==> config.mk <==
export PLATFORM = sky130hd
export DESIGN_NAME = host_read_streamer_flat
export DESIGN_NICKNAME = d
export VERILOG_FILES = /design/src/rtl/host_read_streamer_pkg.sv /design/src/rtl/host_read_streamer_if.sv /design/src/rtl/stream_sync_fifo.sv /design/src/rtl/host_read_streamer.sv /design/src/flat_wrapper.sv
export SDC_FILE = /design/constraint.sdc
export NUM_CORES = 1
export LEC_CHECK = 0
export ABC_AREA = 1
export CAP_MARGIN = 10
export CORE_MARGIN = 5
export CORE_UTILIZATION = 50
export DETAILED_ROUTE_END_ITERATION = 7
export HOLD_SLACK_MARGIN = 0.05
export PLACE_DENSITY = 0.68
export SLEW_MARGIN = 15
export SYNTH_ARGS = -nofsm -noshare
export SYNTH_HDL_FRONTEND = slang
export SYNTH_SLANG_ARGS = --single-unit
==> constraint.sdc <==
create_clock -name clk -period 7.4 [get_ports clk]
set_input_delay 1.48 -clock clk [delete_from_list [all_inputs] [get_ports clk]]
set_output_delay 1.48 -clock clk [all_outputs]
set_load 0.005 [all_outputs]
==> src/rtl/host_read_streamer_pkg.sv <==
// Shared types and defaults for the host read streamer.
// The FSM encoding is fixed at 2 bits.
package host_stream_pkg;

  localparam int DEF_DATA_WIDTH = 32;
  localparam int DEF_DEPTH      = 16;

  typedef enum logic [1:0] {
    ST_IDLE   = 2'd0,
    ST_STREAM = 2'd1,
    ST_DONE   = 2'd2
  } state_t;

endpackage

==> src/rtl/host_read_streamer_if.sv <==
// Process-side ap_fifo and host-side Xillybus read channel.
// The master drives stimulus; the slave is the streamer.
interface host_read_streamer_if #(
  parameter int DATA_WIDTH = 32
);
  logic [DATA_WIDTH-1:0] in_V_din;
  logic                  in_V_write;
  logic                  in_V_full_n;
  logic                  user_r_rden;
  logic                  user_r_empty;
  logic [DATA_WIDTH-1:0] user_r_data;
  logic                  user_r_eof;
  logic                  user_r_open;
  logic [31:0]           frame_len;
  logic [31:0]           words_sent;

  modport master (
    output in_V_din, in_V_write, user_r_rden,
    output user_r_open, frame_len,
    input  in_V_full_n, user_r_empty, user_r_data,
    input  user_r_eof, words_sent
  );

  modport slave (
    input  in_V_din, in_V_write, user_r_rden,
    input  user_r_open, frame_len,
    output in_V_full_n, user_r_empty, user_r_data,
    output user_r_eof, words_sent
  );
endinterface

==> src/rtl/stream_sync_fifo.sv <==
// Synchronous non-FWFT FIFO with registered dout and flush.
// Callers must gate wr_en/rd_en against full/empty.
module stream_sync_fifo #(
  parameter int DATA_WIDTH = 32,
  parameter int DEPTH      = 16,
  parameter int ADDR_WIDTH = 4
) (
  input  logic                  clk,
  input  logic                  reset_n,
  input  logic                  flush,
  input  logic                  wr_en,
  input  logic [DATA_WIDTH-1:0] din,
  input  logic                  rd_en,
  output logic [DATA_WIDTH-1:0] dout,
  output logic [ADDR_WIDTH:0]   count
);
  logic [DATA_WIDTH-1:0] r_mem [DEPTH];
  logic [ADDR_WIDTH:0]   r_wr_ptr;
  logic [ADDR_WIDTH:0]   r_rd_ptr;
  logic [DATA_WIDTH-1:0] r_dout;

  always_ff @(posedge clk) begin
    if (!reset_n) begin
      r_wr_ptr <= '0;
      r_rd_ptr <= '0;
      r_dout   <= '0;
    end else if (flush) begin
      r_wr_ptr <= '0;
      r_rd_ptr <= '0;
    end else begin
      if (wr_en) r_wr_ptr <= r_wr_ptr + 1'b1;
      if (rd_en) begin
        r_dout   <= r_mem[r_rd_ptr[ADDR_WIDTH-1:0]];
        r_rd_ptr <= r_rd_ptr + 1'b1;
      end
    end
  end

  always_ff @(posedge clk) begin
    if (wr_en && !flush)
      r_mem[r_wr_ptr[ADDR_WIDTH-1:0]] <= din;
  end

  assign dout  = r_dout;
  assign count = r_wr_ptr - r_rd_ptr;
endmodule

==> src/rtl/host_read_streamer.sv <==
// HLS ap_fifo stream to Xillybus read channel, with
// frame-length based end-of-file generation.
module host_read_streamer
  import host_stream_pkg::*;
#(
  parameter int DATA_WIDTH = DEF_DATA_WIDTH,
  parameter int DEPTH      = DEF_DEPTH,
  parameter int ADDR_WIDTH = 4
) (
  input logic                clk,
  input logic                reset_n,
  host_read_streamer_if.slave bus
);
  localparam logic [ADDR_WIDTH:0] LP_DEPTH =
    (ADDR_WIDTH+1)'(DEPTH);

  state_t                r_state;
  state_t                w_next;
  logic [31:0]           r_acc;
  logic [31:0]           r_sent;
  logic [31:0]           r_len;
  logic [ADDR_WIDTH:0]   w_count;
  logic [DATA_WIDTH-1:0] w_dout;
  logic                  w_open;
  logic                  w_full_n;
  logic                  w_empty;
  logic                  w_eof;
  logic                  w_wr;
  logic                  w_rd;
  logic                  w_frame_end;

  assign w_open = bus.user_r_open;

  // Flags come from registered state only
  assign w_full_n = (r_state == ST_STREAM)
                 && (w_count < LP_DEPTH)
                 && ((r_len == '0) || (r_acc < r_len));
  assign w_empty  = (r_state != ST_STREAM)
                 || (w_count == '0);
  assign w_eof    = (r_state == ST_DONE);

  // A close drops any transfer offered in the same cycle
  assign w_wr = bus.in_V_write && w_full_n && w_open;
  assign w_rd = bus.user_r_rden && !w_empty && w_open;

  assign w_frame_end = (r_len != '0) && (r_acc == r_len)
                    && (w_count == '0);

  always_ff @(posedge clk) begin
    if (!reset_n) r_state <= ST_IDLE;
    else          r_state <= w_next;
  end

  always_comb begin
    w_next = r_state;
    unique case (r_state)
      ST_IDLE: begin
        if (w_open) w_next = ST_STREAM;
      end
      ST_STREAM: begin
        if (!w_open)          w_next = ST_IDLE;
        else if (w_frame_end) w_next = ST_DONE;
      end
      ST_DONE: begin
        if (!w_open) w_next = ST_IDLE;
      end
      default: w_next = ST_IDLE;
    endcase
  end

  always_ff @(posedge clk) begin
    if (!reset_n) begin
      r_acc  <= '0;
      r_sent <= '0;
      r_len  <= '0;
    end else if (!w_open) begin
      r_acc  <= '0;
      r_sent <= '0;
    end else if (r_state == ST_IDLE) begin
      r_len  <= bus.frame_len;
      r_acc  <= '0;
      r_sent <= '0;
    end else begin
      if (w_wr) r_acc  <= r_acc + 32'd1;
      if (w_rd) r_sent <= r_sent + 32'd1;
    end
  end

  stream_sync_fifo #(
    .DATA_WIDTH (DATA_WIDTH),
    .DEPTH      (DEPTH),
    .ADDR_WIDTH (ADDR_WIDTH)
  ) u_fifo (
    .clk     (clk),
    .reset_n (reset_n),
    .flush   (!w_open),
    .wr_en   (w_wr),
    .din     (bus.in_V_din),
    .rd_en   (w_rd),
    .dout    (w_dout),
    .count   (w_count)
  );

  assign bus.in_V_full_n  = w_full_n;
  assign bus.user_r_empty = w_empty;
  assign bus.user_r_eof   = w_eof;
  assign bus.user_r_data  = w_dout;
  assign bus.words_sent   = r_sent;
endmodule

==> src/flat_wrapper.sv <==
// flat-port wrapper written by rule: the top's interface ports become plain ports
module host_read_streamer_flat import host_stream_pkg::*;
#(
  parameter int DATA_WIDTH = DEF_DATA_WIDTH,
  parameter int DEPTH      = DEF_DEPTH,
  parameter int ADDR_WIDTH = 4
)
  (clk, reset_n, bus_in_V_din, bus_in_V_write, bus_user_r_rden, bus_user_r_open, bus_frame_len, bus_in_V_full_n, bus_user_r_empty, bus_user_r_data, bus_user_r_eof, bus_words_sent);
  host_read_streamer_if #(.DATA_WIDTH(DATA_WIDTH)) bus_i ();
  input logic clk;
  input logic reset_n;
  input wire logic [$bits(bus_i.in_V_din)-1:0] bus_in_V_din;
  input wire logic [$bits(bus_i.in_V_write)-1:0] bus_in_V_write;
  input wire logic [$bits(bus_i.user_r_rden)-1:0] bus_user_r_rden;
  input wire logic [$bits(bus_i.user_r_open)-1:0] bus_user_r_open;
  input wire logic [$bits(bus_i.frame_len)-1:0] bus_frame_len;
  output wire logic [$bits(bus_i.in_V_full_n)-1:0] bus_in_V_full_n;
  output wire logic [$bits(bus_i.user_r_empty)-1:0] bus_user_r_empty;
  output wire logic [$bits(bus_i.user_r_data)-1:0] bus_user_r_data;
  output wire logic [$bits(bus_i.user_r_eof)-1:0] bus_user_r_eof;
  output wire logic [$bits(bus_i.words_sent)-1:0] bus_words_sent;
  assign bus_i.in_V_din = bus_in_V_din;
  assign bus_i.in_V_write = bus_in_V_write;
  assign bus_i.user_r_rden = bus_user_r_rden;
  assign bus_i.user_r_open = bus_user_r_open;
  assign bus_i.frame_len = bus_frame_len;
  assign bus_in_V_full_n = bus_i.in_V_full_n;
  assign bus_user_r_empty = bus_i.user_r_empty;
  assign bus_user_r_data = bus_i.user_r_data;
  assign bus_user_r_eof = bus_i.user_r_eof;
  assign bus_words_sent = bus_i.words_sent;
  host_read_streamer #(.DATA_WIDTH(DATA_WIDTH), .DEPTH(DEPTH), .ADDR_WIDTH(ADDR_WIDTH)) u_core (.clk(clk), .reset_n(reset_n), .bus(bus_i));
endmodule
---- After elaboration in Yosys (flattened, before gate mapping) ----
Memories as Yosys holds them, arrays and structs flattened. A register that Yosys moved wholly into a read port is not among the register bits.
Cells that the tools add are included.
storage, ports and cells
  output and inout port bits .............. 67
  memory bits (writable) .................. 512
  word-level logic and storage cells ...... 52
  bits in registers ....................... 108
  memories kept ........................... 1
  input bits .............................. 69
operators by class
  magnitude comparators ................... 2
  reductions and logical operators ........ 22
  muxes and demuxes ....................... 7
  add/subtract/negate cells ............... 5
  bitwise operators ....................... 2
  eq/ne operators ......................... 7
memories
  memory               depth  width  rd ports  clocked after Yosys merged registers in  write ports  line                    RTL
  u_core.u_fifo.r_mem  16     32     1         1                                        1            stream_sync_fifo.sv:17  logic [DATA_WIDTH-1:0] r_mem [DEPTH];
operators with widths
  cell                                                    number
  adder 32 x 1 -> 32 bit (second input constant)          2
  equality test 32 bit                                    1
  logical NOT 32 bit                                      1
  less-than comparator 32 bit                             1
  nonzero test 32 bit                                     1
  adder 5 x 1 -> 5 bit (second input constant)            2
  logical AND 1 bit                                       9
  two-way mux 2 bit                                       4
  one-hot mux 2 bit (3 select lines)                      1
  AND reduction 2 bit                                     3
  logical NOT 5 bit                                       1
  less-than comparator 5 bit (second input constant)      1
  subtractor 5 bit                                        1
  inequality test 2 bit (second input constant)           2
  inequality test 3 x 2 -> 1 bit (second input constant)  1
  AND reduction 3 bit                                     1
  OR reduction 3 bit                                      1
  equality test 2 x 1 -> 1 bit (second input constant)    1
  equality test 2 bit (second input constant)             1
  logical NOT 1 bit                                       2
  logical NOT 2 bit                                       1
  logical OR 1 bit                                        2
  two-way mux 1 bit                                       2
  inequality test 2 x 1 -> 1 bit (second input constant)  1
  NOT 1 bit                                               2

---- Logic depth before layout (Yosys ltp) ----
Gate-level depths: netlist (run 1).
  depth in word-level cells ............... 9
  gate-level depth with buffers ........... 19
  gate-level depth less buffers ........... 18

---- Modules after synthesis ----
From an unflattened synthesis (run 1), not the netlist that was laid out.
second synthesis, totals
  cells, all modules ...................... 2935
  area, all modules ....................... 28521.1 µm²
modules (own cells, without submodules)
  module              instances  area an instance (µm²)  cells each  sequential area each (µm²)
  stream_sync_fifo    1          22683.0                 2058        16215.6
  host_read_streamer  1          5838.1                  877         1961.9

---- Worst setup path after synthesis (run 1) ----
No wires, ideal clock.
  path type ............................... input port to flip-flop
  start point ............................. input port bus_in_V_write
  end point ............................... memory u_core.u_fifo.r_mem[7][0], enable pin
  library setup time ...................... 0.461 ns
  setup slack ............................. 2.641 ns
  required time ........................... 6.939 ns
  stages on the path ...................... 4
  arrival ................................. 4.298 ns
  path through ............................ clkbuf_1 nand4_1 buf_2 nor3_1
between the ends
  word-level cells in the longest chain between the ends .. 5
RTL lines
  item                                     line                      RTL
  from (decl)                              flat_wrapper.sv:13        input wire logic [$bits(bus_i.in_V_write)-1:0] bus_in_V_write;
  logical AND 1 bit (2 in a row)           host_read_streamer.sv:43  assign w_wr = bus.in_V_write && w_full_n && w_open;
  logical AND 1 bit                        stream_sync_fifo.sv:40    if (wr_en && !flush)
  two-way mux 1 bit                        stream_sync_fifo.sv:40
  two-way mux 1 bit (not written as such)  stream_sync_fifo.sv:41    r_mem[r_wr_ptr[ADDR_WIDTH-1:0]] <= din;
  to (decl)                                stream_sync_fifo.sv:17
No other way between the ends.

---- Worst setup path after layout (run 1) ----
  start point ............................. register u_core.u_fifo.r_rd_ptr[2]
  end point ............................... output port bus_in_V_full_n
between the ends
  word-level cells in the longest chain between the ends .. 4
RTL lines
  item                        line                      RTL
  from (decl)                 stream_sync_fifo.sv:19    logic [ADDR_WIDTH:0] r_rd_ptr;
  from (signal assigned)      stream_sync_fifo.sv:34    r_rd_ptr <= r_rd_ptr + 1'b1;
  subtractor 5 bit            stream_sync_fifo.sv:45    assign count = r_wr_ptr - r_rd_ptr;
  less-than comparator 5 bit  host_read_streamer.sv:36  && (w_count < LP_DEPTH)
  logical AND 1 bit           host_read_streamer.sv:36
  logical AND 1 bit           host_read_streamer.sv:37  && ((r_len == '0) || (r_acc < r_len));
  to (decl)                   flat_wrapper.sv:17        output wire logic [$bits(bus_i.in_V_full_n)-1:0] bus_in_V_full_n;
No other way between the ends.

==> flow_summary.yaml, run 1 <==
worst_setup_path:
  crit_chain: "clkinv_1, ha_1, nand2_1, o21ai_2, xor2_1, nand2_1, a21oi_2, clkdlybuf4s50_1"
  slowest_delay_ps: 610
  cp_data_arrival_time_ps: 3400
  cp-start-kind: "flop"
  critical_path_class: "reg2out"
  end_kind: "output pin"
  critPathBufInv: 2
  cp_max_fo: 10
  r2r_end: "u_core.u_fifo.r_mem[14][16]"
  cp.required_ps: 5920
  crit_top_cell: "nand2_1"
  critical-path-slowest-cell: "clkdlybuf4s50_1"
  r2r_slack_ps: 2700
  reg2reg_depth: 11
  timing.rr.start: "u_core.u_fifo.r_rd_ptr[2]"
  critical_path.top_delay_family: "buffers and inverters"
sta:
  hold_violations: 0
  setup_viol: 0
  tightest_slew_ps: 1530
  fin_crit_sh_pct: 65.9
  drv_slew: 72
  timing.final.crit_period_ps: 4880
  fmax_ghz: 0.205
  tns_ps: 0
  rsz0062_at_grt: "false"
  slew_headroom_pct: -2.05
  clock_skew_ps: 26.0
  holdWs_ps: 473
outcome:
  violations: "max-slew violations"
  outcome: "finished, violations left"
synth:
  postSynthAreaPerCell_um2: 11.0
  synth-edff-count: 512
  ys_seq_elements: 652
  async_reset_ff_share_pct: 0
  synth.most_common_cell: "edfxtp_1"
  synthCells: 2478
  yosysWarnings: 0
  syn_nets: 2591
  yosys-top-cells-count: "512 x edfxtp_1, 382 x nor2_1, 354 x o21ai_0"
  synth_area_um2: 27200
  synth.area.top_cells: "edfxtp_1 56%, dfxtp_1 10%, o21ai_0 6.5%"
  synth_ff_type: "edfxtp_1"
  synth_cell_type_count: 46
  yosys.area.top_type_share_pct: 56.5
  yosysSeqAreaShare_pct: 66.8
  synth_top_area_cell: "edfxtp_1"
clocking:
  cts_buffers: 68
  h-tree-depth: 3
  clk_pin_slew_ps: 60
  cts_setup_buffers: 0
  cts-hold-fix-buffers: 0
  ctsResizeCount: 0
  cts_root_buf: "clkbuf_16"
  clock_path_buffers: 3
  cts_sinks: 652
  cts_tree: "yes"
  clk_latency_ps: 620
worst_hold_path:
  worstHoldPathType: "reg2reg"
  whs_endpoint: "u_core.r_len[19]"
  hold_path.startpoint: "u_core.r_len[19]"
  hold_depth: 2
global_route:
  grt_first_pass_wirelength_mm: 105
  grt_max_degree: 259
  grt_pass1_vias: 18700
  grt_use_met1_pct: 29.5
  grt_usage_pct: 22.1
  grt_overflow: 0
  antenna_found_initial: 1
  grt.met2_usage_pct: 37.0
  busiest_layer: "met2"
  gr-usage-met3_pct: 3.99
detailed_routing:
  drtAntennaViolNets: 0
  routed_wirelength_mm: 67.4
  first_pass_iters: 6
  dr.first_iter.drc_count: 1846
  viasPerCell: 5.81
  vias: 19300
  drc_errors: 0
  wire_per_inst_um: 20.3
layout:
  nets: 2682
  area_growth_pct: 15.4
  drive_above_1_share_pct: 6.33
floorplanning:
  pin_count: 136
  fp.dieW_um: 243
  rows: 85
  start_util_pct: 50.5
  core_um2: 53900
  die_area_um2: 59200
  die_y_um: 243
place:
  hpwl_mm: 38.3
  gp_congestion: 0.884
  portBuffers: 135
pwr:
  p_leak_nw: 10.6
  irDropWorstVdd_v: 0.000203
  p_per_area_nw_per_um2: 239
flow_run:
  drv_cap: 0
-- per-stage QoR --
| stage | utilization [%] | cell area [µm²] | std cells | total power, mW | setup slack (ps) |
|---|---|---|---|---|---|
| after floorplan | - | 27200 | 2478 | 4.15 | 2640 |
| after global placement | 54.2 | 29200 | 3194 | 4.26 | 2700 |
| after detailed placement | 54.2 | 29200 | 3194 | 4.27 | 2620 |
| after CTS | 58.2 | 31400 | 3317 | 7.57 | 2500 |
| after global routing | 58.3 | 31400 | 3319 | 7.75 | 2330 |
| final | 58.3 | 31400 | 3319 | 7.51 | 2520 |
-- per-layer routing --
metal  up-vias  share of wire [%]
met5         -                  0
met4         0                2.6
met3       101                7.1
met2       739                 49
met1      9383                 42
li1       9075                  -
-- placed cells by master (no fill, tap or decap), types with 6 or more instances in the layout --
| cell | instances |
|---|---|
| inv_1 | 159 |
| nor4_1 | 14 |
| o21bai_1 | 7 |
| nor2_1 | 368 |
| a21oi_1 | 74 |
| nor3_1 | 34 |
| o211ai_1 | 24 |
| clkinv_2 | 11 |
| clkbuf_8 | 9 |
| clkbuf_1 | 19 |
| edfxtp_1 | 512 |
| a41oi_1 | 32 |
| nor2_4 | 16 |
| ha_1 | 43 |
| nor3b_1 | 6 |
| clkdlybuf4s50_1 | 134 |
| xor2_1 | 15 |
| dfxtp_1 | 137 |
| o221ai_1 | 40 |
| nand4_1 | 49 |
| o22ai_1 | 88 |
| nand3_1 | 32 |
| clkbuf_16 | 68 |
| nand2_1 | 282 |
| clkinv_1 | 12 |
| o21ai_0 | 354 |
| buf_4 | 25 |
-- worst reg2reg max path, cell delays in order, from the launching register on --
cell and delay [ps]:
dfxtp_2 320, clkinv_1 340, ha_1 510, nand2_1 80, o21ai_2 130, xor2_1 240
nand2_1 130, clkinv_1 440, nand4_1 590, inv_1 270, nand2_1 260, nor2_4 950
-- state kept, by name (all words and copies together), names as in the netlist --
register                cells
u_core.bus.words_sent      32
u_core.u_fifo.r_mem       512
u_core.u_fifo.dout         32
u_core.r_state              2
u_core.u_fifo.r_wr_ptr      5
u_core.r_len               32
u_core.u_fifo.r_rd_ptr      5
u_core.r_acc               32
-- logic make-up after synthesis --
logic type                 count (synthesis)  synth area share [%]
AOI/OAI and AO/OA                        627                  13.3
xor gates and xnor gates                  20                 0.643
adders and majority gates                 44                  2.05
buffers and inverters                    309                  4.45
DFF                                      652                  66.8
and+or+nand+nor                          826                  12.8
-- how the worst max path moves through the flow --
stage / from / end / slack, ps / cells after the start
finish: u_core.u_fifo.r_rd_ptr[2] / bus_in_V_full_n / 2520 / 8
global route: u_core.u_fifo.r_rd_ptr[2] / bus_in_V_full_n / 2330 / 8
CTS: u_core.u_fifo.r_rd_ptr[2] / bus_in_V_full_n / 2500 / 8
detailed placement: bus_in_V_write / u_core.u_fifo.r_mem[0][11] / 2620 / 6
global placement: bus_in_V_write / u_core.u_fifo.r_mem[0][11] / 2700 / 6
floorplan: bus_in_V_write / u_core.u_fifo.r_mem[7][0] / 2640 / 4
-- where the power goes --
| group | switching, mW | internal, mW |
|---|---|---|
| registers | 0.0109 | 3.97 |
| logic | 0.140 | 0.0744 |
| clock network | 1.40 | 1.91 |
-- final cells by class --
class | count | area, µm²
Fill cell | 4329 | 22500
Sequential cell | 652 | 18200
Multi-Input combinational cell | 1517 | 7950
Clock buffer | 96 | 1900
Timing Repair Buffer | 162 | 1580
Tap cell | 696 | 871
Inverter | 168 | 638
Clock inverter | 27 | 287
Antenna cell | 1 | 2.50
Note: power is estimated with default switching activity, not from simulation.
==> run 2, diff against run 1 <==
Settings changed: PLACE_DENSITY 0.68 to 0.71.
Clock period 7.4 ns to 4 ns, I/O delays scaled along.
==> flow_summary.yaml, run 2 (synthesis results as in run 1) <==
layout:
  nets: 2701
  area_growth_pct: 16.1
  fillerInstances: 4265
  final_cells: 3336
  final_cell_mix: "512 x edfxtp_1, 368 x nor2_1, 354 x o21ai_0"
  final_common_cell: "edfxtp_1"
  largest_reg_flops: 512
  drive_above_1_share_pct: 6.93
worst_setup_path:
  critical_path_class: "reg2out"
  critical_path.top_delay_family: "adder cells"
  end_kind: "output pin"
  slowest_delay_ps: 540
  cp_data_arrival_time_ps: 3030
  cp_max_fo: 6
  crit_chain: "inv_1, ha_1, fa_1, o21ai_2, xor2_1, nand2_1, a21oi_2, clkdlybuf4s50_1"
  cp.required_ps: 3200
  critical-path-slowest-cell: "clkdlybuf4s50_1"
  cp-start-kind: "flop"
  critPathBufInv: 2
pwr:
  pwr-share-comb_pct: 3.0
  netSwitchingPower_mw: 2.83
  pwr-share-seq_pct: 52.6
  p_per_area_nw_per_um2: 442
  internal_power_mw: 11.2
  irDropWorstVdd_v: 0.000288
  power_frac_clock_pct: 44.4
  p_sw_share_pct: 20.3
  p_leak_nw: 10.7
detailed_routing:
  drc_errors: 0
  vias: 19700
  dr.first_iter.drc_count: 2113
  routed_wirelength_mm: 69.6
  first_pass_iters: 7
  drtAntennaViolNets: 0
  viasPerCell: 5.92
  wire_per_inst_um: 20.9
sta:
  timing.final.crit_period_ps: 3830
  slew_headroom_pct: 20.8
  tightest_slew_ps: 1190
  rsz0062_at_grt: "false"
  tns_ps: 0
  drv_slew: 0
  setup_viol: 0
  fmax_ghz: 0.261
  hold_violations: 0
  fin_crit_sh_pct: 95.7
  clock_skew_ps: 20.6
clocking:
  cts_tree: "yes"
  clk_latency_ps: 600
  cts_sinks: 652
  cts_root_buf: "clkbuf_16"
  clock_path_buffers: 3
  cts_buffers: 68
  h-tree-depth: 3
  cts_setup_buffers: 0
  ctsResizeCount: 0
  clk_pin_slew_ps: 60
  cts-hold-fix-buffers: 0
flow_run:
  drv_cap: 0
floorplanning:
  core_um2: 53900
  rows: 85
  fp.dieW_um: 243
  pin_count: 136
  start_util_pct: 50.5
  die_area_um2: 59200
  die_y_um: 243
global_route:
  grt_usage_pct: 22.8
  grt_overflow: 0
  antenna_found_initial: 2
  grt_pass1_vias: 19100
  grt_first_pass_wirelength_mm: 108
  grt_max_degree: 110
place:
  placedCellCount: 3214
  hpwl_mm: 42.3
  portBuffers: 135
  gp_congestion: 0.860
outcome:
  outcome: "completed"
worst_hold_path:
  worstHoldPathType: "reg2reg"
run 2: layout make-up:
class	count	area, µm²	area share [%]
sequential	652	18200	57.5
multi-input combinational	1517	7950	25.1
clock buffer	95	1960	6.20
timing repair buffer	181	1780	5.63
tap	696	871	2.75
inverter	168	638	2.02
clock inverter	26	230	0.728
antenna	1	2.50	0.00791
run 2: power by group through the flow:
| stage | clock network (mW) | logic [mW] | registers, mW |
|---|---|---|---|
| after floorplan | 0 | 0.181 | 7.50 |
| after CTS | 6.29 | 0.422 | 7.36 |
| final | 6.20 | 0.423 | 7.36 |
| after detailed placement | 0 | 0.418 | 7.50 |
| after global placement | 0 | 0.404 | 7.50 |
| after global routing | 6.61 | 0.466 | 7.36 |
run 2: tightest hold or removal path: cells and delay by family, from the launching register on:
family / cells / cell delay [ps]
AO/OA/AOI/OAI: 1 / 60
buffers and inverters: 1 / 60
flip-flops: 1 / 310
run 2: worst paths after layout:
kind	startpoint	end	slack [ps]	cells after the start
setup reg to reg	u_core.u_fifo.r_wr_ptr[0]	u_core.u_fifo.r_mem[9][21]	430	12
setup / recovery	u_core.u_fifo.r_wr_ptr[0]	bus_in_V_full_n	170	8
hold reg to reg	u_core.u_fifo.r_rd_ptr[4]	u_core.u_fifo.r_rd_ptr[4]	480	2
hold / removal	u_core.u_fifo.r_rd_ptr[4]	u_core.u_fifo.r_rd_ptr[4]	480	2
run 2: metrics by stage:
stage	util (%)	hold WS [ps]	setup WS, ps	power (mW)	cell area, µm²
after detailed placement	54.6	472	494	7.92	29400
after global routing	58.6	514	44.3	14.4	31600
after floorplan	-	449	-747	7.68	27200
after CTS	58.6	481	140	14.1	31600
after global placement	54.6	468	548	7.90	29400
final	58.6	479	171	14.0	31600
run 2: layer usage:
layer / wire length, µm / global-route usage [%]
met1: 29200 / 31.6
met2: 33000 / 37.1
met3: 5940 / 4.27
met4: 1470 / 6.98
met5: 0 / 0
